$ cat src/rtl/pipe_pkg.sv
// pipe_pkg: shared types for the handshaked pipeline stage registers.
//   pipe_state_t : fill state of a two-entry skid stage (EMPTY, ONE, FULL)
//   OCC_W        : width of the occupancy output (counts 0..2)
package pipe_pkg;

  localparam int OCC_W = 2;

  typedef enum logic [1:0] {
    EMPTY = 2'd0,
    ONE   = 2'd1,
    FULL  = 2'd2
  } pipe_state_t;

endpackage

$ cat src/rtl/pipe_stage_skid_sat_counter.sv
// sat_counter: saturating up-counter used for performance statistics.
//   clk   : clock, counts on rising edge
//   reset : asynchronous active-high clear
//   inc   : add one this cycle (ignored once the counter is at all-ones)
//   count : current value, held at 2^CNT_W-1 once reached
module sat_counter #(
  parameter int CNT_W = 16
) (
  input  logic             clk,
  input  logic             reset,
  input  logic             inc,
  output logic [CNT_W-1:0] count
);

  logic [CNT_W-1:0] count_q;
  logic [CNT_W-1:0] count_d;

  always_comb begin
    // NOTE: the default assignment first means every path assigns count_d,
    // so no latch is inferred.
    count_d = count_q;
    if (inc && (count_q != '1)) begin
      count_d = count_q + CNT_W'(1);
    end
  end

  always_ff @(posedge clk or posedge reset) begin
    // NOTE: non-blocking assignments for flops so every register samples
    // pre-edge values regardless of block evaluation order.
    if (reset) begin
      count_q <= '0;
    end else begin
      count_q <= count_d;
    end
  end

  assign count = count_q;

endmodule

$ cat src/rtl/pipe_stage_skid.sv
// pipe_stage_skid: valid/ready pipeline stage register with a two-entry
// skid buffer. in_ready and out_valid come straight from flops, so there
// is no combinational path from out_ready back to in_ready.
//   clk, reset          : clock and asynchronous active-high reset
//   flush               : synchronous kill of held and incoming beats
//   in_valid/in_ready/in_data    : upstream handshake and payload
//   out_valid/out_ready/out_data : downstream handshake and payload
//   occupancy           : entries currently held (0..2)
//   stall_cnt           : saturating count of out_valid & ~out_ready cycles
module pipe_stage_skid
  import pipe_pkg::*;
#(
  parameter int                DATA_W    = 32,
  parameter logic [DATA_W-1:0] RESET_VAL = '0,
  parameter int                CNT_W     = 16
) (
  input  logic              clk,
  input  logic              reset,
  input  logic              flush,
  input  logic              in_valid,
  output logic              in_ready,
  input  logic [DATA_W-1:0] in_data,
  output logic              out_valid,
  input  logic              out_ready,
  output logic [DATA_W-1:0] out_data,
  output logic [OCC_W-1:0]  occupancy,
  output logic [CNT_W-1:0]  stall_cnt
);

  pipe_state_t       state_q, state_d;
  logic              main_valid_q, main_valid_d;
  logic              skid_valid_q, skid_valid_d;
  logic              in_ready_q, in_ready_d;
  logic [DATA_W-1:0] main_data_q, main_data_d;
  logic [DATA_W-1:0] skid_data_q, skid_data_d;

  logic in_fire;
  logic out_fire;

  assign in_fire  = in_valid & in_ready_q;
  assign out_fire = main_valid_q & out_ready;

  always_comb begin
    state_d     = state_q;
    main_data_d = main_data_q;
    skid_data_d = skid_data_q;

    unique case (state_q)
      EMPTY: begin
        if (in_fire) begin
          main_data_d = in_data;
          state_d     = ONE;
        end
      end
      ONE: begin
        if (in_fire && out_fire) begin
          main_data_d = in_data;
        end else if (in_fire) begin
          // Downstream stalled: park the beat that was already promised
          // a slot by the registered in_ready.
          skid_data_d = in_data;
          state_d     = FULL;
        end else if (out_fire) begin
          state_d = EMPTY;
        end
      end
      FULL: begin
        if (out_fire) begin
          main_data_d = skid_data_q;
          state_d     = ONE;
        end
      end
      default: state_d = EMPTY;
    endcase

    // Flush wins over everything; an out_fire this cycle has still been
    // handed downstream, an in_fire is simply dropped.
    if (flush) begin
      state_d     = EMPTY;
      main_data_d = RESET_VAL;
      skid_data_d = RESET_VAL;
    end

    // Handshake flags are decoded from the next state so they can be
    // registered and still be correct in the cycle they are used.
    main_valid_d = (state_d != EMPTY);
    skid_valid_d = (state_d == FULL);
    in_ready_d   = (state_d != FULL);
  end

  always_ff @(posedge clk or posedge reset) begin
    // NOTE: the data registers are reset on purpose: out_data must read
    // RESET_VAL while idle after reset, so this is not a plain memory.
    if (reset) begin
      state_q      <= EMPTY;
      main_valid_q <= 1'b0;
      skid_valid_q <= 1'b0;
      in_ready_q   <= 1'b1;
      main_data_q  <= RESET_VAL;
      skid_data_q  <= RESET_VAL;
    end else begin
      state_q      <= state_d;
      main_valid_q <= main_valid_d;
      skid_valid_q <= skid_valid_d;
      in_ready_q   <= in_ready_d;
      main_data_q  <= main_data_d;
      skid_data_q  <= skid_data_d;
    end
  end

  assign in_ready  = in_ready_q;
  assign out_valid = main_valid_q;
  assign out_data  = main_data_q;
  assign occupancy = OCC_W'(main_valid_q) + OCC_W'(skid_valid_q);

  sat_counter #(
    .CNT_W(CNT_W)
  ) u_stall_cnt (
    .clk  (clk),
    .reset(reset),
    .inc  (main_valid_q & ~out_ready),
    .count(stall_cnt)
  );

endmodule

$ cat config.mk
export PLATFORM = sky130hd
export DESIGN_NAME = pipe_stage_skid
export DESIGN_NICKNAME = d
export VERILOG_FILES = /design/src/rtl/pipe_pkg.sv /design/src/rtl/pipe_stage_skid_sat_counter.sv /design/src/rtl/pipe_stage_skid.sv
export SDC_FILE = /design/constraint.sdc
export NUM_CORES = 1
export LEC_CHECK = 0
export ABC_AREA = 1
export CAP_MARGIN = 10
export CORE_MARGIN = 3
export CORE_UTILIZATION = 28
export DETAILED_ROUTE_END_ITERATION = 8
export GPL_TIMING_DRIVEN = 0
export PLACE_DENSITY = 0.56
export SKIP_CTS_REPAIR_TIMING = 1
export SLEW_MARGIN = 20
export SYNTH_ARGS = -nofsm -noshare
export SYNTH_HDL_FRONTEND = slang
export SYNTH_SLANG_ARGS = --single-unit
export TNS_END_PERCENT = 20
$ cat constraint.sdc
create_clock -name clk -period 3.6 [get_ports clk]
set_clock_uncertainty 0.1 [all_clocks]
set_input_delay 0.72 -clock clk [delete_from_list [all_inputs] [get_ports clk]]
set_output_delay 0.72 -clock clk [all_outputs]
set_load 0.01 [all_outputs]
==> impl_metrics.csv, run 1 <==
group,metric,value,unit
synth,ys.warnings.count,0,
global_route,overflow,0,
job,cap_violations,0,
setup_path,rr_startpoint,"in_ready",
clock_tree,cts-htree-levels,3,
synth,postSynthNetCount,600,
routing,initialDrtViolationCount,212,
cells_and_area,filler_cell_count,1534,
setup_path,critPathMaxStageDelay,530,ps
setup_path,critical_path.n_buffers_inverters,1,
cells_and_area,area_added_between_synthesis_and_finish,34.3,%
global_route,grt_util_met3,2.66,%
clock_tree,clkLatencyLatePin,340,ps
routing,drt-wirelength-per-cell,13.7,um
placed_design,dp.final_hpwl,8600,um
synth,synth_most_common_cell,"sky130_fd_sc_hd__nand2_1",
placed_design,gp_congestion,0.820,
clock_tree,cts_tree,"built",
power,power.leakage,2.70,nW
routing,drt_pass1_iterations,5,
setup_path,timing.reg2reg.worst_path_depth,7,
power,power_switching,0.00110,W
floorplanning,die_width,129,um
routing,remaining_drc_errors,0,
timing,totalNegativeSetupSlack,0,ps
global_route,busiest_metal_layer_after_global_routing,"met2",
setup_path,regToRegEndpoint,"skid_data_q[23]",
power,clkPwrFrac,30.5,%
timing,maxClockFrequency,0.413,GHz
min_path,min-delay-path-class,"flip-flop to flip-flop",
timing,slew_viol_final,0,
synth,synthDistinctLibCells,25,
setup_path,worstSetupEndpointType,"primary output",
timing,timing.final.hold_violations,0,
timing,post-route-min-period,2420,ps
min_path,min-delay-start,"out_data[24]",
synth,postSynth.asyncResetShare,100,%
floorplanning,io_pins,89,
setup_path,timing.critical_path.max_delay_family,"buffers and inverters",
global_route,number_of_global_route_vias_before_repair,3809,
power,peakVddDrop,0.000231,V
power,power_frac_seq,38.1,%
timing,max_slew_headroom_at_the_worst_pin,59.0,%
power,p_per_area,589,nW/um^2
synth,netlist_area,4220,um^2
min_path,hold_crit_depth,2,
cells_and_area,post_route_cells_drive_above_1_share,7.07,%
synth,synth_edf_count,0,
setup_path,timing.reg2reg.setup_slack,1520,ps
setup_path,critPathLaunch,"out_valid",
synth,synth.area.top_cells,"sky130_fd_sc_hd__dfrtp_1 (50%), sky130_fd_sc_hd__nand2_1 (24%), sky130_fd_sc_hd__nand3_1 (6.4%), sky130_fd_sc_hd__a21oi_1 (5.7%), sky130_fd_sc_hd__nor2_1 (1.6%)",
timing,grt_setup_unrepaired,"no",
power,post_layout_power,0.00333,W
setup_path,critPathArrivalTime,1600,ps
setup_path,cp_num_cells,2,
floorplanning,die_area,16600,um^2
setup_path,critPathLaunchType,"flip-flop",
cells_and_area,final-instance-count-excl-fill,849,
synth,post_synth_most_frequent_cells,"sky130_fd_sc_hd__nand2_1 (272), sky130_fd_sc_hd__dfrtp_1 (84), sky130_fd_sc_hd__nand3_1 (54), sky130_fd_sc_hd__a21oi_1 (48), sky130_fd_sc_hd__nor2_1 (18)",
synth,netlist_instances,561,
setup_path,timing.critical_path.cells,"ha_1 > clkdlybuf4s50_1",
routing,via_count,4029,
routing,vias_per_cell,4.75,
timing,worst_max_slew_pin_slew,615,ps
placed_design,placement.io_buffers,87,
floorplanning,fp.coreArea,14600,um^2
clock_tree,clk_path_buf_depth,2,
setup_path,timing.critical_path.to,"occupancy[0]",
synth,avg_cell_area_syn,7.51,um^2
routing,routed_wl,11700,um
synth,yosys.area.top_type,"sky130_fd_sc_hd__dfrtp_1",
global_route,grtUsageMet2,21.7,%
run_status,outcome,"completed",
global_route,grt_max_degree,48,
synth,yosysSeqAreaShare,50.5,%
floorplanning,floorplan.initialDensity,28.8,%
power,combinationalPowerShare,31.3,%
cells_and_area,num_antenna_cells,0,
global_route,groute.layer.met1.usage,20.3,%
power,power_report.internal_total,0.00223,W
setup_path,slowest_stage,"sky130_fd_sc_hd__clkdlybuf4s50_1",
setup_path,worst_ep_required_time,2780,ps
floorplanning,core.rowCount,44,
cells_and_area,design.final.nets,699,
timing,timing.final.setup_violations,0,
global_route,antenna_found_initial,0,
clock_tree,worst_setup_hold_path_clk_slew,60,ps
clock_tree,cts_made_buffers,9,
timing,final.period_utilization,67.2,%
clock_tree,clock_sink_count,85,
clock_tree,root_driver,"sky130_fd_sc_hd__clkbuf_16",
synth,synth-main-ff-cell,"sky130_fd_sc_hd__dfrtp_1",
power,swShare,33.0,%
setup_path,timing_worst_setup_path_type,"flip-flop to primary output",
placed_design,placed_cells_incl_taps,833,
setup_path,worst-path-max-fanout,4,
synth,synthDominantCellAreaShare,49.9,%
routing,ant_nets,0,
global_route,first_pass_grt_wire_length,19100,um
floorplanning,die_h,129,um
synth,ys_ff_latch,85,
global_route,grt_use_total,14.5,%
[worst min-delay path by stage]
stage                            endpoint  slack [ps]
after floorplan           skid_data_q[16]         380
after global placement        out_data[2]         360
after detailed placement      out_data[8]         360
after CTS                     out_data[8]         380
after global routing          out_data[8]         400
final                        out_data[24]         370
[cell type report]
cell class                 instances  area, um^2  area share [%]
inverter                          21        83.8            1.48
multi-input combinational        426        1860            32.8
timing repair buffer              88         891            15.7
tap                              184         230            4.07
sequential                        85        2130            37.6
clock inverter                     6        93.8            1.66
buffer                            29         150            2.65
clock buffer                      10         229            4.04
[metal layers]
layer / wire, um / part of all wire, %
met1: 5600 / 48
met2: 5300 / 45
met4: 347 / 3.0
met5: 0 / 0
met3: 413 / 3.5
[power groups by stage]
stage | logic (W) | registers, W | clock network [W]
after floorplan | 0.000498 | 0.00133 | 0
after global placement | 0.00104 | 0.00128 | 0
after detailed placement | 0.00106 | 0.00129 | 0
after CTS | 0.00106 | 0.00127 | 0.00105
after global routing | 0.00117 | 0.00130 | 0.00109
final | 0.00104 | 0.00127 | 0.00102
[cell usage in the layout (no fill, tap or decap), types with 2 or more instances in the layout]
cell type,n
sky130_fd_sc_hd__a21oi_1,48
sky130_fd_sc_hd__buf_2,12
sky130_fd_sc_hd__buf_4,3
sky130_fd_sc_hd__buf_6,2
sky130_fd_sc_hd__bufinv_16,2
sky130_fd_sc_hd__clkbuf_1,12
sky130_fd_sc_hd__clkbuf_16,9
sky130_fd_sc_hd__clkdlybuf4s50_1,87
sky130_fd_sc_hd__dfrtp_1,84
sky130_fd_sc_hd__ha_1,2
sky130_fd_sc_hd__inv_1,16
sky130_fd_sc_hd__inv_2,3
sky130_fd_sc_hd__inv_4,2
sky130_fd_sc_hd__inv_6,2
sky130_fd_sc_hd__nand2_1,272
sky130_fd_sc_hd__nand2_2,2
sky130_fd_sc_hd__nand3_1,54
sky130_fd_sc_hd__nand4_1,5
sky130_fd_sc_hd__nor2_1,18
sky130_fd_sc_hd__nor2_2,2
sky130_fd_sc_hd__nor2_4,2
sky130_fd_sc_hd__nor3_1,2
sky130_fd_sc_hd__o21ai_0,9
sky130_fd_sc_hd__xnor2_1,6
sky130_fd_sc_hd__xor2_1,2
[logic make-up (layout without fill, tap and decap cells)]
family | Yosys count | after routing | synth area share, %
buf+inv | 50 | 154 | 5.49
xor+xnor | 8 | 8 | 1.66
fa+ha+maj | 2 | 2 | 0.594
compound gates | 58 | 58 | 7.15
simple gates | 358 | 358 | 34.6
flops | 85 | 85 | 50.5
[sequential cells by signal (all words and copies together), names as in the netlist]
signal and count:
state_q 2, skid_valid_q 1, u_stall_cnt.count 16, in_ready 1, out_valid 1, out_data 32, skid_data_q 32
[worst min-delay path: stages, from the launching register on]
cell and delay (ps):
sky130_fd_sc_hd__dfrtp_1 340, sky130_fd_sc_hd__nand2_1 50, sky130_fd_sc_hd__nand2_1 40
[per-stage QoR]
| stage | hold WS (ps) | instance area (um^2) | setup WS, ps | utilization (%) |
|---|---|---|---|---|
| finish | 372 | 5660 | 1180 | 38.7 |
| CTS | 376 | 5660 | 1160 | 38.7 |
| global route | 398 | 5660 | 1020 | 38.7 |
| detailed placement | 358 | 5340 | 839 | 36.5 |
| floorplan | 379 | 4220 | 588 | - |
| global placement | 357 | 5320 | -838 | 36.3 |
Power figures use the tool's default switching activity.
==> run 2: changes to the inputs <==
--- a/config.mk
+++ b/config.mk
@@ -11,7 +11,7 @@
 export CORE_UTILIZATION = 28
 export DETAILED_ROUTE_END_ITERATION = 8
 export GPL_TIMING_DRIVEN = 0
-export PLACE_DENSITY = 0.56
+export PLACE_DENSITY = 0.58
 export SKIP_CTS_REPAIR_TIMING = 1
 export SLEW_MARGIN = 20
 export SYNTH_ARGS = -nofsm -noshare
==> constraint.sdc (replaced) <==
create_clock -name clk -period 2 [get_ports clk]
set_clock_uncertainty 0.1 [all_clocks]
set_input_delay 0.4 -clock clk [delete_from_list [all_inputs] [get_ports clk]]
set_output_delay 0.4 -clock clk [all_outputs]
set_load 0.01 [all_outputs]
==> run 2 against run 1 <==
Effect of this change:
- via count shrank 1.5%
- first-iteration DRC count up 32%
- die area is the same
- utilization is essentially flat
- highest routed layer unchanged
- flip-flop and latch count stayed put
- total power rose by 74%
- sequential power grew 81%
- critical path depth unchanged
==> impl_metrics.csv, run 2 (synthesis gave the netlist of run 1 again) <==
group,metric,value,unit
run_status,outcome,"completed",
setup_path,critPathMaxStageDelay,470,ps
timing,post-route-min-period,1940,ps
timing,timing.final.setup_violations,0,
cells_and_area,design.final.nets,702,
floorplanning,core.rowCount,44,
setup_path,timing_worst_setup_path_type,"flip-flop to primary output",
cells_and_area,layout_common_cells,"sky130_fd_sc_hd__nand2_1 (272), sky130_fd_sc_hd__clkdlybuf4s50_1 (86), sky130_fd_sc_hd__dfrtp_1 (84)",
routing,vias_per_cell,4.66,
floorplanning,die_h,129,um
timing,maxClockFrequency,0.516,GHz
setup_path,timing.critical_path.cells,"ha_1 > clkdlybuf4s50_1",
power,peakVddDrop,0.000426,V
power,p_per_area,1020,nW/um^2
clock_tree,worst_setup_hold_path_clk_slew,70,ps
global_route,grt_use_total,14.8,%
routing,via_count,3968,
placed_design,place_ws,-414,ps
timing,timing.final.hold_violations,0,
cells_and_area,area_added_between_synthesis_and_finish,34.5,%
setup_path,slowest_stage,"sky130_fd_sc_hd__clkdlybuf4s50_1",
placed_design,placed_cells_incl_taps,834,
timing,final.period_utilization,96.9,%
global_route,number_of_global_route_vias_before_repair,3929,
cells_and_area,final-instance-count-excl-fill,852,
timing,grt_setup_unrepaired,"no",
placed_design,dp.final_hpwl,8600,um
setup_path,critPathLaunchType,"flip-flop",
floorplanning,die_width,129,um
timing,layout_setup_ws,61.5,ps
timing,max_slew_headroom_at_the_worst_pin,55.7,%
floorplanning,io_pins,89,
routing,drt-wirelength-per-cell,13.7,um
min_path,min-delay-path-class,"input port to flip-flop",
cells_and_area,num_antenna_cells,0,
cells_and_area,post_route_cells_drive_above_1_share,7.93,%
routing,ant_nets,0,
global_route,first_pass_grt_wire_length,19500,um
timing,slew_viol_final,0,
placed_design,placement.io_buffers,87,
global_route,overflow,0,
setup_path,worst_ep_required_time,1500,ps
global_route,antenna_found_initial,0,
routing,remaining_drc_errors,0,
cells_and_area,utilization,38.7,%
power,power.leakage,2.71,nW
floorplanning,fp.coreArea,14600,um^2
global_route,grt_max_degree,33,
routing,drt_pass1_iterations,4,
floorplanning,floorplan.initialDensity,28.8,%
setup_path,worst-path-max-fanout,4,
placed_design,gp_congestion,0.845,
clock_tree,clock_sink_count,85,
clock_tree,clk_path_buf_depth,2,
timing,worst_max_slew_pin_slew,663,ps
clock_tree,cts_tree,"built",
setup_path,worstSetupEndpointType,"primary output",
clock_tree,cts_made_buffers,9,
clock_tree,clkLatencyLatePin,340,ps
routing,routed_wl,11700,um
floorplanning,die_area,16600,um^2
cells_and_area,layout_commonest_cell,"sky130_fd_sc_hd__nand2_1",
routing,initialDrtViolationCount,280,
setup_path,critPathArrivalTime,1440,ps
clock_tree,cts-htree-levels,3,
clock_tree,root_driver,"sky130_fd_sc_hd__clkbuf_16",
job,cap_violations,0,
-- run 2: cell count changes in the layout (fill, tap and decap cells not counted), moves of 2 or more --
cell and change:
sky130_fd_sc_hd__clkinv_2 +2, sky130_fd_sc_hd__inv_8 +2, sky130_fd_sc_hd__buf_4 +2, sky130_fd_sc_hd__bufinv_16 -2
-- run 2: stage by stage --
stage	cell area, um^2	TNS (ps)	hold slack, ps	power [W]
4_1_cts	5640	-1280	379	0.00590
3_5_place_dp	5360	-15150	362	0.00423
6_report	5670	0	368	0.00581
3_3_place_gp	5320	-52310	360	0.00418
5_1_grt	5670	0	379	0.00624
2_1_floorplan	4220	0	379	0.00330
-- run 2: path summary, 6_finish.rpt --
path,cells past startpoint,end,slack (ps),from
setup reg to reg,9,u_stall_cnt.count[3],150,u_stall_cnt.count[0]
max in group asynchronous,3,in_ready,770,reset
min in group asynchronous,2,skid_data_q[22],400,reset
hold / removal,4,skid_data_q[29],370,flush
hold reg to reg,2,out_data[20],370,out_data[20]
setup / recovery,2,occupancy[1],60,out_valid
-- run 2: metal layers --
| layer | GRT usage (%) | part of all wire, % | vias up |
|---|---|---|---|
| met5 | 0 | 0 | - |
| met4 | 6.11 | 1.7 | 0 |
| met3 | 2.41 | 4.2 | 13 |
| met2 | 23.7 | 47 | 90 |
| met1 | 20.1 | 47 | 1880 |
| li1 | - | - | 1985 |
-- run 2: area by class of cell --
cell class | count | area [um^2]
fillers | 1533 | 8980
flip-flops and latches | 85 | 2130
multi-input cells | 426 | 1860
repair buffers | 91 | 928
well taps | 184 | 230
clock buffers | 9 | 225
plain buffers | 29 | 150
inverters | 21 | 85.1
clock inverters | 7 | 57.6
-- run 2: worst max-delay path, delay by kind of cell, from the launching register on --
kind                       cells  cell delay (ps)
buffers and inverters          1              470
adders and majority gates      1              210
DFF                            1              420
-- run 2: where the power goes --
part	total [W]	internal, W	leakage [nW]	switching [W]
combinational	0.00189	0.000871	1.43	0.00102
sequential	0.00230	0.00206	1.14	0.000241
clock	0.00163	0.000864	0.140	0.000761
